`config.mk`:
```
export PLATFORM = sky130hd
export DESIGN_NAME = aibcr3_red_shift_seq
export DESIGN_NICKNAME = d
export VERILOG_FILES = /design/src/rtl/aibcr3_red_pkg.sv /design/src/rtl/aibcr3_red_therm.sv /design/src/rtl/aibcr3_red_shift_seq.sv
export SDC_FILE = /design/constraint.sdc
export NUM_CORES = 1
export LEC_CHECK = 0
export CELL_PAD_IN_SITES_DETAIL_PLACEMENT = 1
export CELL_PAD_IN_SITES_GLOBAL_PLACEMENT = 1
export CORE_ASPECT_RATIO = 0.8
export CORE_MARGIN = 3
export CORE_UTILIZATION = 30
export CTS_BUF_LIST = sky130_fd_sc_hd__clkbuf_8
export DETAILED_ROUTE_END_ITERATION = 7
export PLACE_DENSITY = 0.71
export SETUP_SLACK_MARGIN = 0.02
export SLEW_MARGIN = 20
export SYNTH_ARGS = -nofsm -noshare
export SYNTH_HDL_FRONTEND = slang
export SYNTH_SLANG_ARGS = --single-unit
```
`constraint.sdc`:
```
create_clock -name clk -period 2.7 [get_ports clk]
set_clock_uncertainty 0.1 [all_clocks]
set_input_delay 0.54 -clock clk [delete_from_list [all_inputs] [get_ports clk]]
set_output_delay 0.54 -clock clk [all_outputs]
set_load 0.02 [all_outputs]
```
`src/rtl/aibcr3_red_pkg.sv`:
```
// ============================================================================
// Module      : aibcr3_red_pkg
// Description : Shared types for the redundancy-repair shift sequencer.
// Revision    : 1.0 - initial release
// ============================================================================
`default_nettype none

package aibcr3_red_pkg;

    localparam int RED_STATE_W = 3;

    typedef enum logic [RED_STATE_W-1:0] {
        ST_IDLE   = 3'd0,
        ST_HOLD   = 3'd1,
        ST_SHIFT  = 3'd2,
        ST_SETTLE = 3'd3,
        ST_REL_A  = 3'd4,
        ST_REL_D  = 3'd5,
        ST_DONE   = 3'd6
    } red_seq_state_t;

endpackage

`default_nettype wire

```
`src/rtl/aibcr3_red_therm.sv`:
```
// ============================================================================
// Module      : aibcr3_red_therm
// Description : Failing-IO index to per-IO thermometer (bit i set for i >= idx)
//               plus an out-of-range flag for idx >= NUM_IO.
// Revision    : 1.0 - initial release
// ============================================================================
`default_nettype none

module aibcr3_red_therm #(
    parameter int NUM_IO = 24,
    parameter int IDX_W  = 5
) (
    input  logic [IDX_W-1:0]  i_idx,
    output logic [NUM_IO-1:0] o_therm,
    output logic              o_oor
);

    logic [31:0] w_idx_ext;

    assign w_idx_ext = 32'(i_idx);
    assign o_oor     = (w_idx_ext >= 32'(NUM_IO));

    genvar i;
    generate
        for (i = 0; i < NUM_IO; i++) begin : g_therm
            assign o_therm[i] = (w_idx_ext <= 32'(i));
        end
    endgenerate

endmodule

`default_nettype wire

```
`src/rtl/aibcr3_red_shift_seq.sv`:
```
// ============================================================================
// Module      : aibcr3_red_shift_seq
// Description : Redundancy-repair sequencer: holds the column in reset, moves
//               the shift_en thermometer, then releases analog and digital
//               resets in order after fixed settle windows.
// Revision    : 1.0 - initial release
// ============================================================================
`default_nettype none

module aibcr3_red_shift_seq
    import aibcr3_red_pkg::*;
#(
    parameter int NUM_IO     = 24,
    parameter int IDX_W      = 5,
    parameter int SETTLE_CYC = 16,
    parameter int CNT_W      = 8
) (
    input  logic              clk,
    input  logic              rst,
    input  logic              cfg_req,
    input  logic              cfg_red_en,
    input  logic [IDX_W-1:0]  cfg_fail_idx,
    input  logic              dig_rstb_in,
    input  logic              anlg_rstb_in,
    output logic              cfg_busy,
    output logic              cfg_ack,
    output logic              cfg_err,
    output logic [NUM_IO-1:0] shift_en,
    output logic              dig_rstb_out,
    output logic              anlg_rstb_out
);

    localparam logic [CNT_W-1:0] c_cnt_last = CNT_W'(SETTLE_CYC - 1);

    red_seq_state_t    r_state, w_state_nxt;
    logic [CNT_W-1:0]  r_cnt, w_cnt_nxt;
    logic              r_dig_gate, w_dig_gate_nxt;
    logic              r_anlg_gate, w_anlg_gate_nxt;
    logic              r_red_en, w_red_en_nxt;
    logic [NUM_IO-1:0] r_therm, w_therm_nxt;
    logic              r_busy, w_busy_nxt;
    logic              r_ack, w_ack_nxt;
    logic              r_err, w_err_nxt;
    logic [NUM_IO-1:0] r_shift_en, w_shift_en_nxt;
    logic              r_dig_rstb, w_dig_rstb_nxt;
    logic              r_anlg_rstb, w_anlg_rstb_nxt;

    logic [NUM_IO-1:0] w_therm;
    logic              w_idx_oor;
    logic              w_cnt_done;

    // Decode the incoming index; the vector is latched so it is stable at SHIFT
    aibcr3_red_therm #(
        .NUM_IO (NUM_IO),
        .IDX_W  (IDX_W)
    ) u_therm (
        .i_idx   (cfg_fail_idx),
        .o_therm (w_therm),
        .o_oor   (w_idx_oor)
    );

    assign w_cnt_done = (r_cnt == c_cnt_last);

    always_comb begin
        w_state_nxt     = r_state;
        w_cnt_nxt       = '0;
        w_dig_gate_nxt  = r_dig_gate;
        w_anlg_gate_nxt = r_anlg_gate;
        w_red_en_nxt    = r_red_en;
        w_therm_nxt     = r_therm;
        w_busy_nxt      = r_busy;
        w_ack_nxt       = 1'b0;
        w_err_nxt       = r_err;
        w_shift_en_nxt  = r_shift_en;

        case (r_state)
            ST_IDLE: begin
                w_dig_gate_nxt  = 1'b1;
                w_anlg_gate_nxt = 1'b1;
                w_busy_nxt      = 1'b0;
                if (cfg_req) begin
                    w_red_en_nxt = cfg_red_en;
                    w_therm_nxt  = w_therm;
                    if (cfg_red_en && w_idx_oor) begin
                        w_err_nxt   = 1'b1;
                        w_state_nxt = ST_DONE;
                    end else begin
                        w_err_nxt       = 1'b0;
                        w_dig_gate_nxt  = 1'b0;
                        w_anlg_gate_nxt = 1'b0;
                        w_busy_nxt      = 1'b1;
                        w_state_nxt     = ST_HOLD;
                    end
                end
            end
            ST_HOLD: begin
                w_cnt_nxt = r_cnt + 1'b1;
                if (w_cnt_done) w_state_nxt = ST_SHIFT;
            end
            ST_SHIFT: begin
                w_shift_en_nxt = r_red_en ? r_therm : '0;
                w_state_nxt    = ST_SETTLE;
            end
            ST_SETTLE: begin
                w_cnt_nxt = r_cnt + 1'b1;
                if (w_cnt_done) begin
                    w_anlg_gate_nxt = 1'b1;
                    w_state_nxt     = ST_REL_A;
                end
            end
            ST_REL_A: begin
                w_cnt_nxt = r_cnt + 1'b1;
                if (w_cnt_done) begin
                    w_dig_gate_nxt = 1'b1;
                    w_state_nxt    = ST_REL_D;
                end
            end
            ST_REL_D: begin
                w_state_nxt = ST_DONE;
            end
            ST_DONE: begin
                w_ack_nxt   = 1'b1;
                w_busy_nxt  = 1'b0;
                w_state_nxt = ST_IDLE;
            end
            default: begin
                w_state_nxt = ST_IDLE;
            end
        endcase

        // Every wait window restarts from zero on state entry
        if (w_state_nxt != r_state) w_cnt_nxt = '0;
    end

    // Adapter request low always wins over the sequencer gate
    assign w_dig_rstb_nxt  = dig_rstb_in  & w_dig_gate_nxt;
    assign w_anlg_rstb_nxt = anlg_rstb_in & w_anlg_gate_nxt;

    always_ff @(posedge clk or posedge rst) begin
        if (rst) begin
            r_state     <= ST_IDLE;
            r_cnt       <= '0;
            r_dig_gate  <= 1'b0;
            r_anlg_gate <= 1'b0;
            r_red_en    <= 1'b0;
            r_therm     <= '0;
            r_busy      <= 1'b0;
            r_ack       <= 1'b0;
            r_err       <= 1'b0;
            r_shift_en  <= '0;
            r_dig_rstb  <= 1'b0;
            r_anlg_rstb <= 1'b0;
        end else begin
            r_state     <= w_state_nxt;
            r_cnt       <= w_cnt_nxt;
            r_dig_gate  <= w_dig_gate_nxt;
            r_anlg_gate <= w_anlg_gate_nxt;
            r_red_en    <= w_red_en_nxt;
            r_therm     <= w_therm_nxt;
            r_busy      <= w_busy_nxt;
            r_ack       <= w_ack_nxt;
            r_err       <= w_err_nxt;
            r_shift_en  <= w_shift_en_nxt;
            r_dig_rstb  <= w_dig_rstb_nxt;
            r_anlg_rstb <= w_anlg_rstb_nxt;
        end
    end

    assign cfg_busy      = r_busy;
    assign cfg_ack       = r_ack;
    assign cfg_err       = r_err;
    assign shift_en      = r_shift_en;
    assign dig_rstb_out  = r_dig_rstb;
    assign anlg_rstb_out = r_anlg_rstb;

endmodule

`default_nettype wire

```
==> results by group, run 1 <==
Worst setup path
  – CP Launch Point: cfg_req
  – CP top delay family: simple AND/OR/NAND/NOR gates
  – WS Path Type: in -> reg
  – Reg2reg end: r_therm[1]
  – CP peak stage delay: 0.67 ns
  – Worst R2R Start: r_state[2]
  – Startpoint kind of the worst setup timing path: input port
  – Arr. time, crit path: 2.16 ns
  – Worst-path maximum fanout: 30
  – Critical Path Stages: 4
  – R2R depth: 3
  – CP Capture Type: flop
  – Slowest stage cell, crit path: or4b_4
  – Critical Path, Cell by Cell: clkdlybuf4s50_1 > or4b_4 > nor4_4 > a22o_1
  – Worst path required time: 2.88 ns
  – Crit path to: r_therm[1]
  – R2r setup slk: 0.75 ns
  – Buffer and inverter count on the worst path: 1

Clock tree
  – Clock root buffer: clkbuf_8
  – CTS tree: done
  – Post-CTS Resized: 0
  – Worst skew pair latency: 0.34 ns
  – Inserted Clock Buffers: 9
  – Hold_buf cts: 0
  – Largest buffer count on any clock path: 2
  – Post-CTS Setup Inserts: 0
  – TritonCTS Sinks: 67
  – Clock-pin slew on the worst setup and hold paths: 0.07 ns
  – H-Tree Depth: 3

Layout
  – Fin cells: 439
  – Layout Nets: 332
  – Commonest non-fill, non-tap cell in the layout: nand2_1
  – Most frequent cells in the layout: nand2_1 (72), dfrtp_1 (67), clkdlybuf4s50_1 (39)
  – Register Area: 1680 um2
  – Multi-input logic area: 1120 um2
  – Finished Cell Area: 3560 um2
  – Filler instances: 1,053
  – Area Growth Syn to Fin: 23.0%
  – Layout cells sized above 1: 0.0926
  – Antenna fix cells: 0

Yosys
  – EDFF count, synth: 0
  – Post-synth ARST share: 1.00
  – Mapped Cells: 286
  – Yosys reg bits: 67
  – Syn_nets: 298
  – Count of cell types in the netlist: 47
  – Post-synthesis cell area: 2900 um2
  – Post-synthesis sequential area ratio: 0.579
  – Synth warn: 0
  – Post-synth top flop: dfrtp_1
  – Avg Cell Area, Syn: 10.1 um2

STA
  – Worst slew pin tran: 0.811 ns
  – Final Max Tran Viols: 0
  – FMAX: 0.505 GHz
  – # setup viols final: 0
  – Final Cycle Share: 0.734
  – RSZ-0062 raised after global routing: false
  – WHS: 0.375 ns
  – Final setup TNS: 0 ns
  – Final Hold Fails: 0
  – Slew headroom: 0.460
  – Min Tclk post-route: 1.98 ns

Run
  – Max-cap violations: 0

Outcome
  – Status: complete, no violations

Global routing
  – Largest net degree at the start of global routing: 68
  – Initial antenna violation count: 0
  – Total GRT Usage: 0.142
  – First-pass GRT wire length: 11,900 um
  – Congestion Overflow GR: 0
  – Number of global-route vias before repair: 2,365

Floorplanning
  – Starting density of the core: 0.314
  – Die Width: 116 um
  – Die ar.: 10,900 um2
  – Chip Height: 93.9 um
  – I/O pin total: 40
  – Core ar.: 9230 um2
  – Rows: 31

Route
  – Drt initial violations: 85
  – DRC Markers: 0
  – Pre-antenna DRT Iters: 4
  – Routed wire length: 6790 um
  – DR vias/cell: 4.98
  – Antenna Nets Post-Route: 0
  – Post-DR wirelength/cell: 15.5 um
  – Vias: 2,187

Placed design
  – PortBufs: 39
  – DP Cell Count: 424
  – DP Area: 3400 um2
  – Final Wtd Congestion: 0.715
  – Detailed placement HPWL: 4630 um

Pwr
  – Pwr Density: 1020 nW/um2
  – Power, Total: 0.00364 W
  – VDD IR max: 0.400 mV
  – Pleak: 1.55 nW

Hold path
  – Hold Crit Class: reg -> reg
## registers in the layout, summed over array words and instances, names as in the netlist
signal	cells
anlg_rstb_out	1
r_state	3
cfg_ack	1
r_dig_gate	1
r_red_en	1
dig_rstb_out	1
cfg_err	1
r_anlg_gate	1
r_cnt	8
r_therm	24
shift_en	24
cfg_busy	1
## kinds of logic after synthesis
group	share of synthesized area
buffers and inverters	0.0384
adders and majority gates	0.00432
AOI/OAI and AO/OA	0.180
xor gates and xnor gates	0.00605
muxes	0.00345
and+or+nand+nor	0.189
DFF	0.579
## layer usage
| layer | GRT usage | up-vias | share of wire | routed length (um) |
|---|---|---|---|---|
| met5 | 0 | - | 0 | 0 |
| met4 | 0.0522 | 0 | 0.016 | 108 |
| met3 | 0.0476 | 12 | 0.050 | 341 |
| met2 | 0.215 | 48 | 0.45 | 3040 |
| met1 | 0.188 | 1070 | 0.49 | 3300 |
| li1 | - | 1057 | - | - |
## cell type report
class,instances,share of cell area
timing repair buffer,45,0.129
inverter,2,0.00211
sequential,67,0.470
clock inverter,5,0.00632
multi-input combinational,195,0.313
clock buffer,10,0.0386
tap,115,0.0404
## stage by stage
| step | worst slack [ns] | utilization |
|---|---|---|
| floorplan | 0.377 | - |
| global placement | 0.434 | 0.369 |
| global route | 0.573 | 0.386 |
| finish | 0.718 | 0.386 |
| CTS | 0.698 | 0.386 |
| detailed placement | 0.346 | 0.369 |
## cell usage after synthesis (2+ instances only)
cell	instances	share of area
nand2_1	72	0.093
and3_1	2	0.0043
nand2b_1	2	0.0043
nand4_1	3	0.0065
a21o_1	7	0.018
inv_1	2	0.0026
o21ai_0	29	0.050
a31oi_1	3	0.0065
nor2b_1	2	0.0043
a21oi_1	5	0.0086
clkbuf_1	14	0.018
nor3b_1	2	0.0052
buf_2	5	0.0086
o31ai_1	4	0.010
and2_1	2	0.0043
o41ai_2	3	0.017
nand3_1	5	0.0086
dfrtp_1	67	0.58
a22o_1	5	0.015
nor3_1	4	0.0069
buf_6	2	0.0078
o21a_1	6	0.016
or3_1	3	0.0065
o211ai_1	3	0.0078
nor2_1	12	0.016
## where the power goes
group          internal (W)  switching [W]
combinational      0.000602       0.000657
sequential          0.00138       0.000301
clock              0.000342       0.000366
total               0.00232        0.00132
## worst register-to-register path, delay by kind of cell (launching register included)
family | cells | cell delay, ns
AND/OR/NAND/NOR | 2 | 1.08
flip-flops | 1 | 0.52
AO/OA/AOI/OAI | 1 | 0.18
## how the worst min path moves through the flow
stage | start | cells after the start | slack (ns) | end
2_1_floorplan | r_cnt[0] | 1 | 0.34 | r_cnt[0]
3_3_place_gp | r_cnt[0] | 1 | 0.36 | r_cnt[0]
3_5_place_dp | r_cnt[0] | 1 | 0.36 | r_cnt[0]
4_1_cts | r_cnt[0] | 1 | 0.37 | r_cnt[0]
5_1_grt | shift_en[22] | 2 | 0.40 | shift_en[22]
6_report | r_cnt[0] | 1 | 0.37 | r_cnt[0]
Power figures use the tool's default switching activity.
==> run 2, diff against run 1 <==
--- a/config.mk
+++ b/config.mk
@@ -12,7 +12,7 @@
 export CORE_UTILIZATION = 30
 export CTS_BUF_LIST = sky130_fd_sc_hd__clkbuf_8
 export DETAILED_ROUTE_END_ITERATION = 7
-export PLACE_DENSITY = 0.71
+export PLACE_DENSITY = 0.74
 export SETUP_SLACK_MARGIN = 0.02
 export SLEW_MARGIN = 20
 export SYNTH_ARGS = -nofsm -noshare
==> constraint.sdc (replaced) <==
create_clock -name clk -period 1.7 [get_ports clk]
set_clock_uncertainty 0.1 [all_clocks]
set_input_delay 0.34 -clock clk [delete_from_list [all_inputs] [get_ports clk]]
set_output_delay 0.34 -clock clk [all_outputs]
set_load 0.02 [all_outputs]
==> run 2 against run 1 <==
- the run now ends with negative setup slack left
- die area unchanged
- power rose by 74%
- first-iteration DRC count increased by 15%
- global-route usage grew 0.36 points
- combinational power increased by 83%
- final area rose by 10%
- non-clock buffer count increased by 32
- sequential power up 51%
- count of clock-buffer cells in the layout stayed put
- hold slack worse by 0.19 ns
- final cell count increased by 7.5%
==> results by group, run 2 (synthesized netlist as in run 1, its figures left out) <==
Outcome
  – Status: finished, violations left
  – Failing checks: negative setup slack

Pwr
  – Pleak: 1.87 nW (+21%)
  – Pwr Density: 1610 nW/um2 (+58%)
  – Combinational share of power: 0.363 (+0.018)
  – Clock share of power: 0.238 (+0.044)
  – VDD IR max: 0.571 mV (+43%)
  – Net Sw Frac: 0.358 (-0.00526)
  – Internal: 0.00407 W (+75%)
  – Switch Pwr: 0.00227 W (+71%)
  – Power, Total: 0.00634 W (+74%)
  – Flop pwr share: 0.399 (-0.061)

Route
  – Vias: 2,353 (+7.6%)
  – Antenna Nets Post-Route: 0 (unchanged)
  – Routed wire length: 7650 um (+13%)
  – Post-DR wirelength/cell: 16.2 um (+4.7%)
  – DR vias/cell: 4.99 (about the same)
  – Pre-antenna DRT Iters: 4 (unchanged)
  – Drt initial violations: 98 (+15%)
  – DRC Markers: 0 (unchanged)

Global routing
  – Number of global-route vias before repair: 2,452 (+3.7%)
  – M1 GR Usage: 0.188 (-0.000714)
  – Total GRT Usage: 0.145 (+0.00361)
  – Congestion Overflow GR: 0 (unchanged)
  – Met2 Use GR: 0.235 (+0.0201)
  – M3 GR Usage: 0.0444 (-0.00322)
  – First-pass GRT wire length: 12,300 um (+3.1%)
  – Initial antenna violation count: 0 (unchanged)
  – Largest net degree at the start of global routing: 34 (-50%)
  – GR peak layer: met2

Floorplanning
  – Chip Height: 93.9 um (unchanged)
  – Die ar.: 10,900 um2 (unchanged)
  – Starting density of the core: 0.314 (unchanged)
  – Die Width: 116 um (unchanged)
  – Rows: 31 (unchanged)
  – Core ar.: 9230 um2 (unchanged)
  – I/O pin total: 40 (unchanged)

Clock tree
  – CTS tree: done
  – Clock-pin slew on the worst setup and hold paths: 0.07 ns (about the same)
  – Clock root buffer: clkbuf_8
  – TritonCTS Sinks: 67 (unchanged)
  – H-Tree Depth: 3 (unchanged)
  – Inserted Clock Buffers: 9 (unchanged)
  – Hold_buf cts: 0 (unchanged)
  – Largest buffer count on any clock path: 2 (unchanged)
  – Worst skew pair latency: 0.35 ns (about the same)

Hold path
  – Hold Crit Class: in -> async

Layout
  – Area Growth Syn to Fin: 35.8%
  – Fin util: 0.426 (+0.0401)
  – Commonest non-fill, non-tap cell in the layout: nand2_1
  – Layout Nets: 364 (+9.6%)
  – Antenna fix cells: 0 (unchanged)
  – Layout cells sized above 1: 0.193 (+0.101)
  – Most frequent cells in the layout: nand2_1 (71), dfrtp_1 (67), dlygate4sd2_1 (30)

Worst setup path
  – Startpoint kind of the worst setup timing path: flop
  – CP Capture Type: flop
  – Worst-path maximum fanout: 8 (-73%)
  – WS Path Type: reg -> reg
  – R2R depth: 4 (+1)
  – Worst path required time: 1.84 ns (-1.04 ns)
  – R2r setup slk: -0.04 ns (-0.79 ns)
  – Arr. time, crit path: 1.88 ns (-0.28 ns)

STA
  – Final WS setup: -0.0429 ns (-0.761 ns)
  – Worst slew pin tran: 0.317 ns (-0.494 ns)
  – Slew headroom: 0.787 (+0.328)
  – WHS: 0.186 ns (-0.189 ns)
  – Final Cycle Share: 1.03
  – FMAX: 0.574 GHz
  – # setup viols final: 4 (+4)
  – Final Max Tran Viols: 0 (unchanged)
  – RSZ-0062 raised after global routing: true
  – Final Hold Fails: 0 (unchanged)
  – Min Tclk post-route: 1.74 ns

Placed design
  – PortBufs: 39 (unchanged)
  – Pre-CTS setup slack: -0.423 ns (-0.769 ns)
  – Detailed placement HPWL: 5170 um (+12%)
  – Final Wtd Congestion: 0.741 (+3.6%)

Run
  – Max-cap violations: 0 (unchanged)
==> run 2: cell types whose count changed in the layout (fill, tap and decap cells not counted), sizes merged <==
cell and delta:
clkinv -1, clkbuf +1, dlygate4sd2 +30, clkdlybuf4s50 -30, buf +31, bufinv +2
clkinvlp +3, inv -3
==> run 2: what timing repair did <==
action                     4_1_cts  5_1_grt
pin swaps                        2        3
setup endpoints to repair       54       18
cloned                           0        2
setup buffers                    1        7
resized for setup               37        9
==> run 2: layer usage <==
metal	vias up	part of all wire
li1	1117	-
met5	-	0
met2	45	0.48
met3	13	0.043
met4	0	0.015
met1	1178	0.46
==> run 2: path summary, 6_finish.rpt <==
kind	startpoint	end
setup / recovery	r_state[1]	r_therm[1]
hold / removal	rst	anlg_rstb_out
setup reg to reg	r_state[1]	r_therm[1]
hold reg to reg	r_cnt[0]	r_cnt[0]
max in group asynchronous	rst	r_cnt[5]
min in group clk	r_cnt[0]	r_cnt[0]
==> run 2: final cells by class <==
class	instances	area, um2
Clock inverter	6	88.8
Clock buffer	10	138
Inverter	2	11.3
Multi-Input combinational cell	195	1140
Timing Repair Buffer	77	733
Sequential cell	67	1680
Fill cell	1030	5300
Tap cell	115	144
==> run 2: critical path, stage by stage, from the launching register on <==
cell and delay, ns:
dfrtp_1 0.40, or4b_4 0.58, buf_4 0.17, clkbuf_16 0.15, a22o_1 0.23
==> run 2: metrics by stage <==
step	cell area [um2]	setup TNS, ns	cells
floorplan	2900	0	286
global placement	3610	-5.47	446
detailed placement	3610	-7.76	446
CTS	3820	-0.137	463
global route	3940	-0.490	472
finish	3940	-0.102	472
==> run 2: power by group through the flow <==
stage | clock (W) | sequential [W] | combinational (W)
floorplan | 0 | 0.00279 | 0.00107
global placement | 0 | 0.00254 | 0.00228
detailed placement | 0 | 0.00257 | 0.00237
CTS | 0.00156 | 0.00253 | 0.00223
global route | 0.00163 | 0.00261 | 0.00256
finish | 0.00151 | 0.00253 | 0.00230
